`src/rtl/reg_bank_pkg.sv`:
```
// Shared types and constants for the register bank arbiter.
// Holds the FSM and owner encodings plus address layout.
package reg_bank_pkg;

    localparam int ADDR_WIDTH   = 4;
    localparam int STATUS_SPACE = 3;

    typedef enum logic [1:0] {
        IDLE   = 2'd0,
        ACCESS = 2'd1,
        ACK    = 2'd2
    } state_e;

    typedef enum logic {
        OWN_SPI = 1'b0,
        OWN_I2C = 1'b1
    } owner_e;

endpackage

```
`src/rtl/reg_bank_regfile.sv`:
```
// Config register storage, single write port and config/status read mux.
// Out-of-range indices read as zero and flag an error.
module reg_bank_regfile
    import reg_bank_pkg::*;
#(
    parameter int NUM_CFG   = 8,
    parameter int REG_WIDTH = 8
) (
    input  logic                           clk,
    input  logic                           rst,
    input  logic                           wr_en,
    input  logic                           we,
    input  logic [ADDR_WIDTH-1:0]          addr,
    input  logic [REG_WIDTH-1:0]           wdata,
    input  logic [NUM_CFG*REG_WIDTH-1:0]   status_regs,
    output logic [NUM_CFG*REG_WIDTH-1:0]   config_regs,
    output logic [REG_WIDTH-1:0]           rd_data,
    output logic                           rd_err
);

    logic [REG_WIDTH-1:0]    cfg_q [NUM_CFG];
    logic [REG_WIDTH-1:0]    cfg_d [NUM_CFG];
    logic [STATUS_SPACE-1:0] idx;
    logic                    status_sp;
    logic                    hit;
    logic [REG_WIDTH-1:0]    cfg_sel;
    logic [REG_WIDTH-1:0]    st_sel;

    assign idx       = addr[STATUS_SPACE-1:0];
    assign status_sp = addr[STATUS_SPACE];

    // Select the addressed config and status entries; flag in-range hits.
    always_comb begin
        hit     = 1'b0;
        cfg_sel = '0;
        st_sel  = '0;
        for (int i = 0; i < NUM_CFG; i++) begin
            if (int'(idx) == i) begin
                hit     = 1'b1;
                cfg_sel = cfg_q[i];
                st_sel  = status_regs[i*REG_WIDTH +: REG_WIDTH];
            end
        end
    end

    // Read result: writes to config echo the new value.
    always_comb begin
        rd_data = '0;
        rd_err  = 1'b1;
        if (hit) begin
            if (status_sp) begin
                rd_data = st_sel;
                rd_err  = we;
            end else begin
                rd_data = we ? wdata : cfg_sel;
                rd_err  = 1'b0;
            end
        end
    end

    // Next config contents: only in-range config-space writes land.
    always_comb begin
        cfg_d = cfg_q;
        if (wr_en && we && hit && !status_sp) begin
            for (int i = 0; i < NUM_CFG; i++) begin
                if (int'(idx) == i) begin
                    cfg_d[i] = wdata;
                end
            end
        end
    end

    // Config storage with synchronous clear.
    always_ff @(posedge clk) begin
        for (int i = 0; i < NUM_CFG; i++) begin
            if (rst) begin
                cfg_q[i] <= '0;
            end else begin
                cfg_q[i] <= cfg_d[i];
            end
        end
    end

    for (genvar g = 0; g < NUM_CFG; g++) begin : g_img
        assign config_regs[g*REG_WIDTH +: REG_WIDTH] = cfg_q[g];
    end

endmodule

```
`src/rtl/reg_bank_arbiter.sv`:
```
// Two-master (SPI/I2C) arbiter in front of a config/status register bank.
// Each grant runs IDLE -> ACCESS -> ACK, acking the owner two cycles later.
module reg_bank_arbiter
    import reg_bank_pkg::*;
#(
    parameter int NUM_CFG    = 8,
    parameter int NUM_STATUS = 8,
    parameter int REG_WIDTH  = 8,
    parameter int RR_EN      = 1
) (
    input  logic                            clk,
    input  logic                            rst,
    input  logic                            ena,
    input  logic                            sel,
    input  logic                            spi_req,
    input  logic                            spi_we,
    input  logic [ADDR_WIDTH-1:0]           spi_addr,
    input  logic [REG_WIDTH-1:0]            spi_wdata,
    output logic                            spi_ack,
    output logic                            spi_err,
    output logic [REG_WIDTH-1:0]            spi_rdata,
    input  logic                            i2c_req,
    input  logic                            i2c_we,
    input  logic [ADDR_WIDTH-1:0]           i2c_addr,
    input  logic [REG_WIDTH-1:0]            i2c_wdata,
    output logic                            i2c_ack,
    output logic                            i2c_err,
    output logic [REG_WIDTH-1:0]            i2c_rdata,
    input  logic [NUM_STATUS*REG_WIDTH-1:0] status_regs,
    output logic [NUM_CFG*REG_WIDTH-1:0]    config_regs,
    output logic                            busy
);

    state_e                state_q, state_d;
    owner_e                owner_q, owner_d;
    owner_e                last_q, last_d;
    owner_e                grant;
    logic                  we_q, we_d;
    logic [ADDR_WIDTH-1:0] addr_q, addr_d;
    logic [REG_WIDTH-1:0]  wdata_q, wdata_d;
    logic                  err_q, err_d;
    logic [REG_WIDTH-1:0]  spi_rdata_q, spi_rdata_d;
    logic [REG_WIDTH-1:0]  i2c_rdata_q, i2c_rdata_d;
    logic                  rf_wr_en;
    logic [REG_WIDTH-1:0]  rf_rdata;
    logic                  rf_err;

    assign rf_wr_en = ena && (state_q == ACCESS);

    reg_bank_regfile #(
        .NUM_CFG   (NUM_CFG),
        .REG_WIDTH (REG_WIDTH)
    ) u_regfile (
        .clk         (clk),
        .rst         (rst),
        .wr_en       (rf_wr_en),
        .we          (we_q),
        .addr        (addr_q),
        .wdata       (wdata_q),
        .status_regs (status_regs),
        .config_regs (config_regs),
        .rd_data     (rf_rdata),
        .rd_err      (rf_err)
    );

    // Pick the winner: lone requester, else round-robin or sel priority.
    always_comb begin
        grant = OWN_SPI;
        if (spi_req && i2c_req) begin
            if (RR_EN != 0) begin
                if (last_q == OWN_SPI) grant = OWN_I2C;
                else                   grant = OWN_SPI;
            end else if (sel) begin
                grant = OWN_I2C;
            end
        end else if (!spi_req) begin
            grant = OWN_I2C;
        end
    end

    // FSM and transaction latches; ena low freezes everything.
    always_comb begin
        state_d     = state_q;
        owner_d     = owner_q;
        last_d      = last_q;
        we_d        = we_q;
        addr_d      = addr_q;
        wdata_d     = wdata_q;
        err_d       = err_q;
        spi_rdata_d = spi_rdata_q;
        i2c_rdata_d = i2c_rdata_q;
        if (ena) begin
            unique case (state_q)
                IDLE: begin
                    if (spi_req || i2c_req) begin
                        owner_d = grant;
                        last_d  = grant;
                        if (grant == OWN_SPI) begin
                            we_d    = spi_we;
                            addr_d  = spi_addr;
                            wdata_d = spi_wdata;
                        end else begin
                            we_d    = i2c_we;
                            addr_d  = i2c_addr;
                            wdata_d = i2c_wdata;
                        end
                        state_d = ACCESS;
                    end
                end
                ACCESS: begin
                    err_d = rf_err;
                    if (owner_q == OWN_SPI) spi_rdata_d = rf_rdata;
                    else                    i2c_rdata_d = rf_rdata;
                    state_d = ACK;
                end
                ACK:     state_d = IDLE;
                default: state_d = IDLE;
            endcase
        end
    end

    // State registers with synchronous reset.
    always_ff @(posedge clk) begin
        if (rst) begin
            state_q     <= IDLE;
            owner_q     <= OWN_SPI;
            last_q      <= OWN_I2C;
            we_q        <= 1'b0;
            addr_q      <= '0;
            wdata_q     <= '0;
            err_q       <= 1'b0;
            spi_rdata_q <= '0;
            i2c_rdata_q <= '0;
        end else begin
            state_q     <= state_d;
            owner_q     <= owner_d;
            last_q      <= last_d;
            we_q        <= we_d;
            addr_q      <= addr_d;
            wdata_q     <= wdata_d;
            err_q       <= err_d;
            spi_rdata_q <= spi_rdata_d;
            i2c_rdata_q <= i2c_rdata_d;
        end
    end

    assign busy      = (state_q != IDLE);
    assign spi_ack   = (state_q == ACK) && (owner_q == OWN_SPI);
    assign i2c_ack   = (state_q == ACK) && (owner_q == OWN_I2C);
    assign spi_err   = spi_ack && err_q;
    assign i2c_err   = i2c_ack && err_q;
    assign spi_rdata = spi_rdata_q;
    assign i2c_rdata = i2c_rdata_q;

endmodule

```
`config.mk`:
```
export PLATFORM = sky130hd
export DESIGN_NAME = reg_bank_arbiter
export DESIGN_NICKNAME = d
export VERILOG_FILES = /design/src/rtl/reg_bank_pkg.sv /design/src/rtl/reg_bank_regfile.sv /design/src/rtl/reg_bank_arbiter.sv
export SDC_FILE = /design/constraint.sdc
export NUM_CORES = 1
export LEC_CHECK = 0
export ABC_AREA = 1
export BUFFER_PORTS_ARGS = -buffer_cell sky130_fd_sc_hd__clkbuf_2
export CAP_MARGIN = 20
export CORE_UTILIZATION = 49
export DETAILED_ROUTE_END_ITERATION = 12
export PLACE_DENSITY = 0.81
export SLEW_MARGIN = 30
export SYNTH_ARGS = -nofsm -noshare
export SYNTH_HDL_FRONTEND = slang
export SYNTH_SLANG_ARGS = --single-unit
```
`constraint.sdc`:
```
create_clock -name clk -period 2.15 [get_ports clk]
set_clock_uncertainty 0.1 [all_clocks]
set_input_delay 0.43 -clock clk [delete_from_list [all_inputs] [get_ports clk]]
set_output_delay 0.43 -clock clk [all_outputs]
set_load 0.05 [all_outputs]
```
### Word-level counts from Yosys, hierarchy flattened

Index checks and enable logic that the tools add are counted.

| operators by class | value |
|---|---|
| bitwise operators | 1 |
| reductions and logical operators | 27 |
| muxes and demuxes | 37 |
| eq/ne operators | 10 |

Operators with widths:

| cell | count |
|---|---|
| 8-bit two-way mux | 20 |
| 2-bit AND reduction | 10 |
| 1-bit two-way mux | 14 |
| 3-bit == test, second input constant | 4 |
| 1-bit logical AND | 9 |
| 3-bit AND reduction | 3 |
| 3-bit by 2-bit == test with 1-bit output, second input constant | 2 |
| 4-bit two-way mux | 1 |
| 2-bit case mux with 2 select lines | 1 |
| 3-bit by 1-bit == test with 1-bit output, second input constant | 1 |
| 3-bit logical NOT | 1 |
| 2-bit by 1-bit == test with 1-bit output, second input constant | 1 |
| 2-bit == test, second input constant | 1 |
| 2-bit logical NOT | 1 |
| 2-bit two-way mux | 1 |
| 2-bit != test, second input constant | 1 |
| 2-bit nonzero test | 1 |
| 1-bit logical NOT | 1 |
| 1-bit logical OR | 1 |
| 1-bit NOT | 1 |

| storage, ports and cells | value |
|---|---|
| output and inout port bits | 85 |
| input port bits | 96 |
| logic and storage cells | 92 |
| flip-flop bits (word level) | 98 |

### Longest topological paths before layout

| depth | value |
|---|---|
| depth in word-level cells | 12 |
| mapped depth | 13 |
| mapped depth without buffers | 11 |

### Modules after synthesis

A second synthesis with hierarchy kept.

| second synthesis, totals | value |
|---|---|
| cell total of the unflattened synthesis | 817 |
| area total of the unflattened synthesis | 5139.9 um2 |

Modules (own cells, without submodules):

| module | instances | cells each | sequential area each (um2) | area each (um2) |
|---|---|---|---|---|
| reg_bank_regfile | 1 | 571 | 1281.2 | 3562.2 |
| reg_bank_arbiter | 1 | 246 | 680.7 | 1577.8 |

### Worst setup path before layout

OpenSTA, ideal clock, no wires.

| timing | value |
|---|---|
| path type | register to output |
| start | reg owner_q |
| end | out i2c_err |
| slack | -0.313 ns |
| cell stages (with the launch flop) | 3 |
| data arrival time | 1.933 ns |
| required time | 1.620 ns |
| buffers on the path | 0 |
| cells stage by stage | dfxtp_1 -> inv_1 -> nor4_1 |

| on the way | value |
|---|---|
| longest elaborated chain between the ends | 2 |

Ends and longest elaborated chain:

| what | line | RTL |
|---|---|---|
| start, declared | reg_bank_arbiter.sv:35 | `owner_e owner_q, owner_d;` |
| start signal, assigned | reg_bank_arbiter.sv:136 | `owner_q <= owner_d;` |
| 1-bit logical AND | reg_bank_arbiter.sv:149 | `assign i2c_ack = (state_q == ACK) && (owner_q == OWN_I2C);` |
| 1-bit logical AND | reg_bank_arbiter.sv:151 | `assign i2c_err = i2c_ack && err_q;` |
| end, declared | reg_bank_arbiter.sv:27 | `output logic i2c_err,` |

Every way passes these cells.

### Worst setup path after layout

Ends and elaborated chain as after synthesis.

==> summary.txt <==
Route
  • Drt wl/cell: approximately 16 um
  • Drt first pass iters: 5
  • Initial DRC Count: 368
  • Routed vias: 5,342
  • Vias per cell: 5.33
  • Post-route ant nets: 0
  • Final WL: 15,900 um
  • DRC violations left: 0

Clock tree
  • Clk Latency, worst-skew pair: 0.36 ns
  • Clock-pin slew on the worst setup and hold paths: 0.10 ns
  • Post-CTS Resized: 0
  • Inserted Clock Buffers: 9
  • Clock Tree Root: clkbuf_8
  • Clock sink count: 98
  • CTS tree: built
  • Post-CTS Setup Bufs: 0
  • Worst-case clock buffer depth: 2
  • H-tree level count: 3
  • Hold_buf cts: 0

Job
  • Max cap viols: 0

Worst hold path
  • Worst min path class: in -> reg
  • WHS Path Cells: 3

Synth
  • Number of flops mapped to enable cells by yosys: 0
  • Synthesized area: 4760 um^2
  • Yosys top cell area share: 41.3%
  • Seq/Total Area, Yosys: 41.3%
  • Synthesized Nets: about 790
  • Syn Inst Count: 696
  • Syn. warnings: 0
  • Distinct cells, synth: 28
  • Asr flop ratio synth: 0%
  • Mean Syn Cell Area: 6.83 um^2
  • Ys flop type: dfxtp_1
  • Dominant cell type by area after synthesis: dfxtp_1
  • Synth area leaders: dfxtp_1 (41%), nand2_1 (11%), a21oi_1 (10%), o21ai_0 (8.9%), nor2_1 (8.8%)
  • Post-synthesis register bit count: 98

Finish
  • Layout area overhead: 26.4%
  • Ant. Diodes: 0
  • # nets final: 964
  • Layout Cells excl Fill: 1,002
  • Layout cells sized above 1: 27.8%
  • FILL cells: approximately 850
  • Core Util, Final: 64.5%

Timing
  • Final-report max-slew violation count: 0
  • Final hold vios: 0
  • Max Fclk: approximately 500 MHz
  • Setup TNS: 0 ns
  • Worst Tran Pin Value: between 0.6 and 0.7 ns
  • Final Cycle Share: approximately 91%
  • Setup ws final: 0.183 ns
  • Max-slew headroom: 59.0%
  • Final setup vio count: 0
  • Fin crit period: 1.97 ns
  • RSZ-0062 raised after global routing: no

GRT
  • Congestion Overflow GR: 0
  • Largest net degree at the start of global routing: 87
  • First-pass GRT wire length: between 20,000 and 25,000 um
  • Vias in the first global route: between 4,000 and 5,000
  • Total Routing Usage GR: 31.4%
  • Antenna violations before repair: 0

Placed design
  • PortBufs: 179
  • Pre-CTS WS: 0.161 ns
  • Placed Cells: between 900 and 1,000
  • Final HPWL DP: 11,800 um
  • Gpl congestion: 0.877

Floorplan
  • Row cnt: 35
  • Die W: 101 um
  • Initial Util: between 50 and 60%
  • Die area: 10,100 um^2
  • Die height: 101 um
  • I/O pin total: 181
  • Core area: 9330 um^2

Setup path
  • CP required: 1.62 ns
  • Worst Setup Start Kind: flop
  • Crit end category: primary output
  • Worst-path fanout max: 5
  • Crit Path Class: reg -> out
  • Worst Reg-to-Reg Cells: 7
  • Arr. time, crit path: 1.44 ns

Power
  • Power Dens Cells: 643 nW/um^2
  • Pwr Total: between 3 and 4 mW
  • LEAKAGE: 2.91 nW
  • Max VDD drop: 0.365 mV

Outcome
  • Status: completed
final cells by class:
cell class | count | area [um^2] | share of cell area, %
flip-flops and latches | 98 | 1960 | 32.6
inverters | 51 | 191 | 3.18
well taps | 129 | 161 | 2.68
multi-input cells | 509 | 2430 | 40.4
clock inverters | 6 | 71.3 | 1.19
repair buffers | 199 | 1060 | 17.6
clock buffers | 10 | 138 | 2.29
worst max-delay path, stage by stage, from the launching register on:
cell	delay, ns
dfxtp_1	0.44
inv_1	0.11
nor4_2	0.21
clkbuf_2	0.31
flip-flops by register name, indices dropped and copies added, names as in the netlist:
register,flops
u_regfile.config_regs,64
i2c_rdata,8
spi_rdata,8
wdata_q,8
addr_q,4
state_q,2
err_q,1
last_q,1
owner_q,1
we_q,1
power breakdown:
| part | internal [mW] | switching [mW] |
|---|---|---|
| logic | 0.225 | 0.440 |
| registers | 1.86 | 0.0911 |
| clock network | 0.582 | 0.670 |
cell usage in the layout, fill, tap and decap left out, types with 2 or more instances in the layout:
master,synthesis,final
or2_0,3,3
a21oi_1,95,95
nand3_1,18,18
nor4_2,0,2
nor3_1,2,2
nand2_1,139,139
clkbuf_2,0,179
inv_2,7,7
inv_1,43,43
buf_4,5,19
inv_6,0,3
dfxtp_1,98,97
o21ai_0,85,85
o21ai_1,2,2
clkbuf_8,0,10
clkinvlp_4,0,2
a221oi_1,6,6
o211ai_1,2,2
nand4_1,24,24
nor2_1,112,112
nand3_2,3,3
nor2_4,8,8
nor3_4,4,4
cell usage after synthesis, types with 2 or more instances:
cell type,number
nand3_2,3
nor4_1,2
inv_2,7
o21ai_0,85
or2_0,3
o21ai_1,2
clkbuf_1,17
nor3_1,2
buf_6,2
nor2_1,112
buf_2,7
o211ai_1,2
inv_1,43
nand2_1,139
nor3_4,4
nand3_1,18
nand4_1,24
a21oi_1,95
buf_1,7
dfxtp_1,98
nor2_4,8
a221oi_1,6
buf_4,5
per-stage QoR:
step | hold WS, ns | area, um^2
2_1_floorplan | 0.345 | 4770
3_3_place_gp | 0.356 | 5800
3_5_place_dp | 0.362 | 5800
4_1_cts | 0.177 | 6010
5_1_grt | 0.191 | 6010
6_report | 0.183 | 6010
cell families (layout without fill, tap and decap cells):
family / after synthesis / count (layout) / synth area share [%]
AND/OR/NAND/NOR: 319 / 319 / 30.3
buffers and inverters: 89 / 266 / 7.92
flip-flops: 98 / 98 / 41.3
AO/OA/AOI/OAI: 190 / 190 / 20.6
path summary, 6_finish.rpt:
check | from | endpoint | slack (ns)
hold reg to reg | u_regfile.config_regs[28]$_SDFFE_PP0P_ | u_regfile.config_regs[28]$_SDFFE_PP0P_ | 0.37
setup / recovery | owner_q$_SDFFE_PP0P_ | i2c_err | 0.18
setup reg to reg | state_q[0]$_SDFFE_PP0P_ | u_regfile.config_regs[57]$_SDFFE_PP0P_ | 0.23
hold / removal | spi_wdata[1] | wdata_q[1]$_SDFFE_PP0P_ | 0.18
metal layers:
layer,track usage [%],wire (um)
met1,38.6,6510
met5,0,0
met2,53.3,7450
met4,13.0,484
met3,6.93,1460
(Power assumes the default switching activity.)
